==> src/rtl/mat_addr_seq_if.sv <==
// Bus bundle between the matrix-multiply controller and mat_addr_seq.
// Carries the abort line only when MAT_ADDR_SEQ_ABORT_EN is defined.
interface mat_addr_seq_if #(
    parameter int data_width = 16,
    parameter int dim_width  = 8
);
    logic                  start;
    logic [dim_width-1:0]  n;
    logic [data_width-1:0] base_a;
    logic [data_width-1:0] base_b;
    logic [data_width-1:0] base_c;
    logic                  stall;
`ifdef MAT_ADDR_SEQ_ABORT_EN
    logic                  abort;
`endif
    logic [data_width-1:0] addr_out;
    logic                  addr_we;
    logic                  addr_dm;
    logic [1:0]            addr_kind;
    logic                  busy;
    logic                  done;

`ifdef MAT_ADDR_SEQ_ABORT_EN
    modport master (
        output start, n, base_a, base_b, base_c, stall, abort,
        input  addr_out, addr_we, addr_dm, addr_kind, busy, done
    );
    modport slave (
        input  start, n, base_a, base_b, base_c, stall, abort,
        output addr_out, addr_we, addr_dm, addr_kind, busy, done
    );
`else
    modport master (
        output start, n, base_a, base_b, base_c, stall,
        input  addr_out, addr_we, addr_dm, addr_kind, busy, done
    );
    modport slave (
        input  start, n, base_a, base_b, base_c, stall,
        output addr_out, addr_we, addr_dm, addr_kind, busy, done
    );
`endif
endinterface

==> src/rtl/mat_addr_seq.sv <==
// Row-major A/B/C address sequencer for an NxN matrix product, built on running pointers.
// Optional abort input enabled by defining MAT_ADDR_SEQ_ABORT_EN.
module mat_addr_seq #(
    parameter int data_width = 16,
    parameter int dim_width  = 8
) (
    input logic          clk,
    input logic          rst,
    mat_addr_seq_if.slave bus
);

    typedef enum logic [2:0] {
        IDLE   = 3'd0,
        EMIT_A = 3'd1,
        EMIT_B = 3'd2,
        EMIT_C = 3'd3,
        FIN    = 3'd4
    } state_t;

    localparam logic [1:0] KIND_A    = 2'd0;
    localparam logic [1:0] KIND_B    = 2'd1;
    localparam logic [1:0] KIND_C    = 2'd2;
    localparam logic [1:0] KIND_NONE = 2'd3;

    localparam logic [dim_width-1:0]  ONE_D = dim_width'(1);
    localparam logic [data_width-1:0] ONE_A = data_width'(1);

    state_t                state_q, state_nx;
    logic [dim_width-1:0]  n_q, n_nx;
    logic [dim_width-1:0]  i_q, i_nx;
    logic [dim_width-1:0]  j_q, j_nx;
    logic [dim_width-1:0]  k_q, k_nx;
    logic [data_width-1:0] base_b_q, base_b_nx;
    logic [data_width-1:0] a_row_q, a_row_nx;
    logic [data_width-1:0] a_ptr_q, a_ptr_nx;
    logic [data_width-1:0] b_ptr_q, b_ptr_nx;
    logic [data_width-1:0] c_ptr_q, c_ptr_nx;
    logic [data_width-1:0] addr_q, addr_nx;
    logic [1:0]            kind_q, kind_nx;

    logic                  emit;
    logic                  i_last, j_last, k_last;
    logic [data_width-1:0] n_ext;
    logic [data_width-1:0] j_ext;
    logic [data_width-1:0] a_next_row;

    function automatic logic [data_width-1:0] widen(input logic [dim_width-1:0] v);
        return data_width'(v);
    endfunction

    assign emit       = (state_q == EMIT_A) || (state_q == EMIT_B) || (state_q == EMIT_C);
    assign n_ext      = widen(n_q);
    assign j_ext      = widen(j_q);
    assign i_last     = (i_q == n_q - ONE_D);
    assign j_last     = (j_q == n_q - ONE_D);
    assign k_last     = (k_q == n_q - ONE_D);
    assign a_next_row = a_row_q + n_ext;

    always_ff @(posedge clk or posedge rst) begin
        if (rst) begin
            state_q  <= IDLE;
            n_q      <= '0;
            i_q      <= '0;
            j_q      <= '0;
            k_q      <= '0;
            base_b_q <= '0;
            a_row_q  <= '0;
            a_ptr_q  <= '0;
            b_ptr_q  <= '0;
            c_ptr_q  <= '0;
            addr_q   <= '0;
            kind_q   <= KIND_NONE;
        end else begin
            state_q  <= state_nx;
            n_q      <= n_nx;
            i_q      <= i_nx;
            j_q      <= j_nx;
            k_q      <= k_nx;
            base_b_q <= base_b_nx;
            a_row_q  <= a_row_nx;
            a_ptr_q  <= a_ptr_nx;
            b_ptr_q  <= b_ptr_nx;
            c_ptr_q  <= c_ptr_nx;
            addr_q   <= addr_nx;
            kind_q   <= kind_nx;
        end
    end

    // addr_nx/kind_nx always describe what the next state will present.
    always_comb begin
        state_nx  = state_q;
        n_nx      = n_q;
        i_nx      = i_q;
        j_nx      = j_q;
        k_nx      = k_q;
        base_b_nx = base_b_q;
        a_row_nx  = a_row_q;
        a_ptr_nx  = a_ptr_q;
        b_ptr_nx  = b_ptr_q;
        c_ptr_nx  = c_ptr_q;
        addr_nx   = addr_q;
        kind_nx   = kind_q;

        case (state_q)
            IDLE: begin
                if (bus.start) begin
                    n_nx      = bus.n;
                    base_b_nx = bus.base_b;
                    i_nx      = '0;
                    j_nx      = '0;
                    k_nx      = '0;
                    a_row_nx  = bus.base_a;
                    a_ptr_nx  = bus.base_a;
                    b_ptr_nx  = bus.base_b;
                    c_ptr_nx  = bus.base_c;
                    if (bus.n == '0) begin
                        state_nx = FIN;
                    end else begin
                        state_nx = EMIT_A;
                        addr_nx  = bus.base_a;
                        kind_nx  = KIND_A;
                    end
                end
            end
            EMIT_A: begin
                if (!bus.stall) begin
                    state_nx = EMIT_B;
                    addr_nx  = b_ptr_q;
                    kind_nx  = KIND_B;
                end
            end
            EMIT_B: begin
                if (!bus.stall) begin
                    if (!k_last) begin
                        k_nx     = k_q + ONE_D;
                        a_ptr_nx = a_ptr_q + ONE_A;
                        b_ptr_nx = b_ptr_q + n_ext;
                        state_nx = EMIT_A;
                        addr_nx  = a_ptr_q + ONE_A;
                        kind_nx  = KIND_A;
                    end else begin
                        state_nx = EMIT_C;
                        addr_nx  = c_ptr_q;
                        kind_nx  = KIND_C;
                    end
                end
            end
            EMIT_C: begin
                if (!bus.stall) begin
                    c_ptr_nx = c_ptr_q + ONE_A;
                    k_nx     = '0;
                    if (!j_last) begin
                        // next column of B restarts at row 0: base_b + (j+1)
                        j_nx     = j_q + ONE_D;
                        a_ptr_nx = a_row_q;
                        b_ptr_nx = base_b_q + j_ext + ONE_A;
                        state_nx = EMIT_A;
                        addr_nx  = a_row_q;
                        kind_nx  = KIND_A;
                    end else if (!i_last) begin
                        i_nx     = i_q + ONE_D;
                        j_nx     = '0;
                        a_row_nx = a_next_row;
                        a_ptr_nx = a_next_row;
                        b_ptr_nx = base_b_q;
                        state_nx = EMIT_A;
                        addr_nx  = a_next_row;
                        kind_nx  = KIND_A;
                    end else begin
                        state_nx = FIN;
                        kind_nx  = KIND_NONE;
                    end
                end
            end
            FIN: begin
                state_nx = IDLE;
                kind_nx  = KIND_NONE;
            end
            default: begin
                state_nx = IDLE;
                kind_nx  = KIND_NONE;
            end
        endcase

`ifdef MAT_ADDR_SEQ_ABORT_EN
        // Abort overrides stall; a fresh start reloads every pointer.
        if (emit && bus.abort) begin
            state_nx = IDLE;
            kind_nx  = KIND_NONE;
        end
`endif
    end

    assign bus.addr_out  = addr_q;
    assign bus.addr_kind = kind_q;
    assign bus.addr_we   = emit & ~bus.stall;
    assign bus.addr_dm   = emit & ~bus.stall;
    assign bus.busy      = (state_q != IDLE);
    assign bus.done      = (state_q == FIN);

endmodule

==> src/flat_wrapper.sv <==
// flat-port wrapper written by rule: the top's interface ports become plain ports
module mat_addr_seq_flat 
#(
    parameter int data_width = 16,
    parameter int dim_width  = 8
)
  (clk, rst, bus_start, bus_n, bus_base_a, bus_base_b, bus_base_c, bus_stall, bus_addr_out, bus_addr_we, bus_addr_dm, bus_addr_kind, bus_busy, bus_done);
  mat_addr_seq_if #(.data_width(data_width), .dim_width(dim_width)) bus_i ();
  input logic clk;
  input logic rst;
  input wire logic [$bits(bus_i.start)-1:0] bus_start;
  input wire logic [$bits(bus_i.n)-1:0] bus_n;
  input wire logic [$bits(bus_i.base_a)-1:0] bus_base_a;
  input wire logic [$bits(bus_i.base_b)-1:0] bus_base_b;
  input wire logic [$bits(bus_i.base_c)-1:0] bus_base_c;
  input wire logic [$bits(bus_i.stall)-1:0] bus_stall;
  output wire logic [$bits(bus_i.addr_out)-1:0] bus_addr_out;
  output wire logic [$bits(bus_i.addr_we)-1:0] bus_addr_we;
  output wire logic [$bits(bus_i.addr_dm)-1:0] bus_addr_dm;
  output wire logic [$bits(bus_i.addr_kind)-1:0] bus_addr_kind;
  output wire logic [$bits(bus_i.busy)-1:0] bus_busy;
  output wire logic [$bits(bus_i.done)-1:0] bus_done;
  assign bus_i.start = bus_start;
  assign bus_i.n = bus_n;
  assign bus_i.base_a = bus_base_a;
  assign bus_i.base_b = bus_base_b;
  assign bus_i.base_c = bus_base_c;
  assign bus_i.stall = bus_stall;
  assign bus_addr_out = bus_i.addr_out;
  assign bus_addr_we = bus_i.addr_we;
  assign bus_addr_dm = bus_i.addr_dm;
  assign bus_addr_kind = bus_i.addr_kind;
  assign bus_busy = bus_i.busy;
  assign bus_done = bus_i.done;
  mat_addr_seq #(.data_width(data_width), .dim_width(dim_width)) u_core (.clk(clk), .rst(rst), .bus(bus_i));
endmodule
==> config.mk <==
export PLATFORM = sky130hd
export DESIGN_NAME = mat_addr_seq_flat
export DESIGN_NICKNAME = d
export VERILOG_FILES = /design/src/rtl/mat_addr_seq_if.sv /design/src/rtl/mat_addr_seq.sv /design/src/flat_wrapper.sv
export SDC_FILE = /design/constraint.sdc
export NUM_CORES = 1
export LEC_CHECK = 0
export BUFFER_PORTS_ARGS = -buffer_cell sky130_fd_sc_hd__buf_4
export CORE_MARGIN = 3
export CORE_UTILIZATION = 67
export CTS_BUF_LIST = sky130_fd_sc_hd__clkbuf_8
export DETAILED_ROUTE_END_ITERATION = 10
export PLACE_DENSITY = 0.94
export SLEW_MARGIN = 15
export SYNTH_ARGS = -nofsm -noshare
export SYNTH_HDL_FRONTEND = slang
export SYNTH_SLANG_ARGS = --single-unit
==> constraint.sdc <==
create_clock -name clk -period 12.2 [get_ports clk]
set_clock_uncertainty 0.15 [all_clocks]
set_input_delay 1.83 -clock clk [delete_from_list [all_inputs] [get_ports clk]]
set_output_delay 1.83 -clock clk [all_outputs]
set_load 0.005 [all_outputs]
==> flow_summary.json <==
{
  "n_fill_cell": 949,
  "intPower_mw": 1.45,
  "cp_cell_sequence": "nor2b_1 > nand2_1 > nor2_1 > nor2_1 > a31oi_1 > buf_4 > a21boi_4 > nand4_1 > xor2_1 > nor2_1",
  "ctsRootBufferMaster": "clkbuf_8",
  "tightest_slew_ns": 1.09,
  "worstPathMaxFanout": 30,
  "grt_pass1_vias": 8764,
  "synth_cells": 1146,
  "p_comb_share_pct": 55.1,
  "num_rows": 42,
  "syn2layout_area_growth_pct": 10.7,
  "critPathTopFamily": "simple AND/OR/NAND/NOR gates",
  "max_freq_mhz": 201,
  "die_h_microns": 124,
  "drt-met1-wl_microns": 11000,
  "start_util_pct": 69.7,
  "final_layout_size_suffix_gt1_share_pct": 13.5,
  "cap_viol_max_count": 0,
  "outcome": "finished, final reports clean",
  "power.switching_mw": 1.40,
  "antenna_left": 0,
  "cts_resized": 0,
  "crit_buf_inv": 1,
  "max_stage_delay_ns": 0.80,
  "post-route-drc-count": 0,
  "crit_required_ns": 12.39,
  "h-tree-depth": 4,
  "synth.area.top_cells": "dfrtp_1 35%, nand2_1 8.1%, nor2_1 4.6%",
  "grt_pass1_wl_microns": 45400,
  "cts_tree": "yes",
  "critical_path.endpoint_type": "register",
  "track_usage_pct": 36.4,
  "clock_sink_count": 133,
  "finalSetupTns_ns": 0,
  "wl_met3_microns": 3570,
  "io_buffers": 81,
  "cts_setup_buffers": 0,
  "ys.flop_type": "dfrtp_1",
  "rsz0062_at_grt": "no",
  "cpMostUsedCell": "nor2_1",
  "dieArea_sq_mm": 0.0154,
  "synth_top_area_share_pct": 35.0,
  "slew_headroom_pct": 26.9,
  "totalWireLength_microns": 28300,
  "syn_nets": 1239,
  "dr.max_layer_used": "met4",
  "fin_crit_sh_pct": 40.8,
  "ys_seq_area_share_pct": 35.5,
  "syn_avg_cell_area_sq_um": 8.18,
  "grt_overflow": 0,
  "fin_crit_ns": 4.97,
  "grt_max_degree": 71,
  "clk_latency_ns": 0.47,
  "numCtsBuffers": 17,
  "setup_viol": 0,
  "setup_slack_ns": 7.23,
  "die-width_microns": 124,
  "dr.pass1.iters": 6,
  "worstSetupStartpointType": "register",
  "vias_per_cell": 6.75,
  "num_io_pins": 82,
  "ctsHoldBuffers": 0,
  "drv_slew": 0,
  "p_seq_share_pct": 31.5,
  "ys_types": 73,
  "wl_met2_microns": 12300,
  "hold_class": "reg2reg",
  "dp_hpwl_microns": 19700,
  "p_clk_share_pct": 13.5,
  "critPathSlowestCell": "nand2_1",
  "antenna_found_initial": 0,
  "peakVddDrop_v": 0.000175,
  "path_clk_slew_ns": 0.08,
  "clock_path_buffers": 2,
  "power.density_mw_per_mm2": 275,
  "crit_type": "reg2reg",
  "layout.nets": 1281,
  "synth-edff-count": 0,
  "p_leak_nw": 4.48,
  "wire_per_inst_microns": 20.6,
  "place_ws_ns": 7.49,
  "dr.first_iter.drc_count": 1330,
  "worstPathArrival_ns": 5.16,
  "netlist_area_sq_mm": 0.00937,
  "timing.final.hold_violations": 0,
  "yosysMostFrequentCell": "nand2_1",
  "synth_area_leader_cell": "dfrtp_1",
  "swShare_pct": 49.2,
  "via_count": 9294,
  "ys_ff_latch": 133,
  "core_sq_mm": 0.0135,
  "antenna_cells": 0,
  "gp_congestion": 0.982,
  "async_flop_share_pct": 100,
  "yosys_warnings": 0,
  "synthTopCellsByCount": "201 x nand2_1, 131 x dfrtp_1, 115 x nor2_1"
}
==> cell usage in the layout, fill, tap and decap left out, types with 14 or more instances in the layout <==
cell / count
nand2_1: 200
buf_4: 93
xnor2_1: 43
a21oi_1: 77
o22ai_1: 17
o21ai_1: 23
o21ai_0: 52
dfrtp_1: 131
o21ai_2: 18
nand2b_1: 17
nor2_1: 114
a31oi_1: 14
ha_1: 30
clkbuf_8: 22
xor2_1: 41
nor3_1: 19
nand3_1: 41
inv_1: 17
and3_1: 15
==> power groups by stage <==
stage / combinational (mW) / clock (mW) / sequential [mW]
after floorplan: 1.19 / 0 / 0.781
after global placement: 1.46 / 0 / 0.876
after detailed placement: 1.51 / 0 / 0.885
after CTS: 1.53 / 0.381 / 0.880
after global routing: 1.72 / 0.402 / 0.914
final: 1.57 / 0.383 / 0.896
==> kinds of logic (layout without fill, tap and decap cells) <==
kind of cell | count (synthesis) | after routing | synth area share (%)
flip-flops | 133 | 133 | 35.5
buffers and inverters | 87 | 141 | 4.39
XOR/XNOR | 84 | 84 | 7.85
multiplexers | 15 | 15 | 1.64
AND/OR/NAND/NOR | 470 | 470 | 23.0
adder cells (fa/ha/maj) | 33 | 33 | 4.65
AO/OA/AOI/OAI | 324 | 324 | 22.9
==> layout make-up <==
class	count	area, sq um	area share [%]
multi-input combinational	926	5650	54.5
timing repair buffer	93	698	6.73
sequential	133	3330	32.1
clock buffer	22	303	2.92
inverter	17	66.3	0.639
tap	176	220	2.12
clock inverter	9	101	0.977
==> worst reg2reg max path, stage by stage (launching register included) <==
cell      delay, ns
dfrtp_1        0.67
nor2b_1        0.64
nand2_1        0.80
nor2_1         0.68
nor2_1         0.32
a31oi_1        0.23
buf_4          0.22
a21boi_4       0.70
nand4_1        0.21
xor2_1         0.17
nor2_1         0.06
==> routing by layer <==
metal,vias to the layer above,GRT usage (%)
li1,4188,-
met1,4345,49.1
met2,643,54.2
met3,118,10.3
met4,0,17.5
met5,-,0
==> metrics by stage <==
stage	power, mW	std cells	hold slack (ns)	instance area [sq um]	utilization [%]
6_report	2.85	1376	0.338	10400	77.1
5_1_grt	3.03	1376	0.359	10400	77.1
4_1_cts	2.80	1376	0.337	10400	77.1
3_5_place_dp	2.40	1345	0.321	9960	74.1
3_3_place_gp	2.33	1345	0.313	9960	74.1
2_1_floorplan	1.97	1146	0.316	9370	-
==> state kept, by name, summed over array words and instances (netlist names) <==
| register | flops |
|---|---|
| u_core.b_ptr_q | 16 |
| u_core.c_ptr_q | 16 |
| u_core.n_q | 8 |
| u_core.bus.addr_kind | 2 |
| u_core.k_q | 8 |
| u_core.bus.addr_out | 16 |
| u_core.a_row_q | 16 |
| u_core.a_ptr_q | 16 |
| u_core.base_b_q | 16 |
| u_core.j_q | 8 |
| u_core.state_q | 3 |
| u_core.i_q | 8 |
==> final timing paths <==
kind	start	endpoint	slack, ns	cells after the start
max	u_core.state_q[2]	u_core.i_q[4]	7.23	10
min	u_core.bus.addr_out[13]	u_core.bus.addr_out[13]	0.34	2
max reg2reg	u_core.state_q[2]	u_core.i_q[4]	7.23	10
min reg2reg	u_core.bus.addr_out[13]	u_core.bus.addr_out[13]	0.34	2
max in group asynchronous	rst	u_core.i_q[2]	9.13	3
min in group asynchronous	rst	u_core.base_b_q[15]	1.36	2
Power figures use the tool's default switching activity.
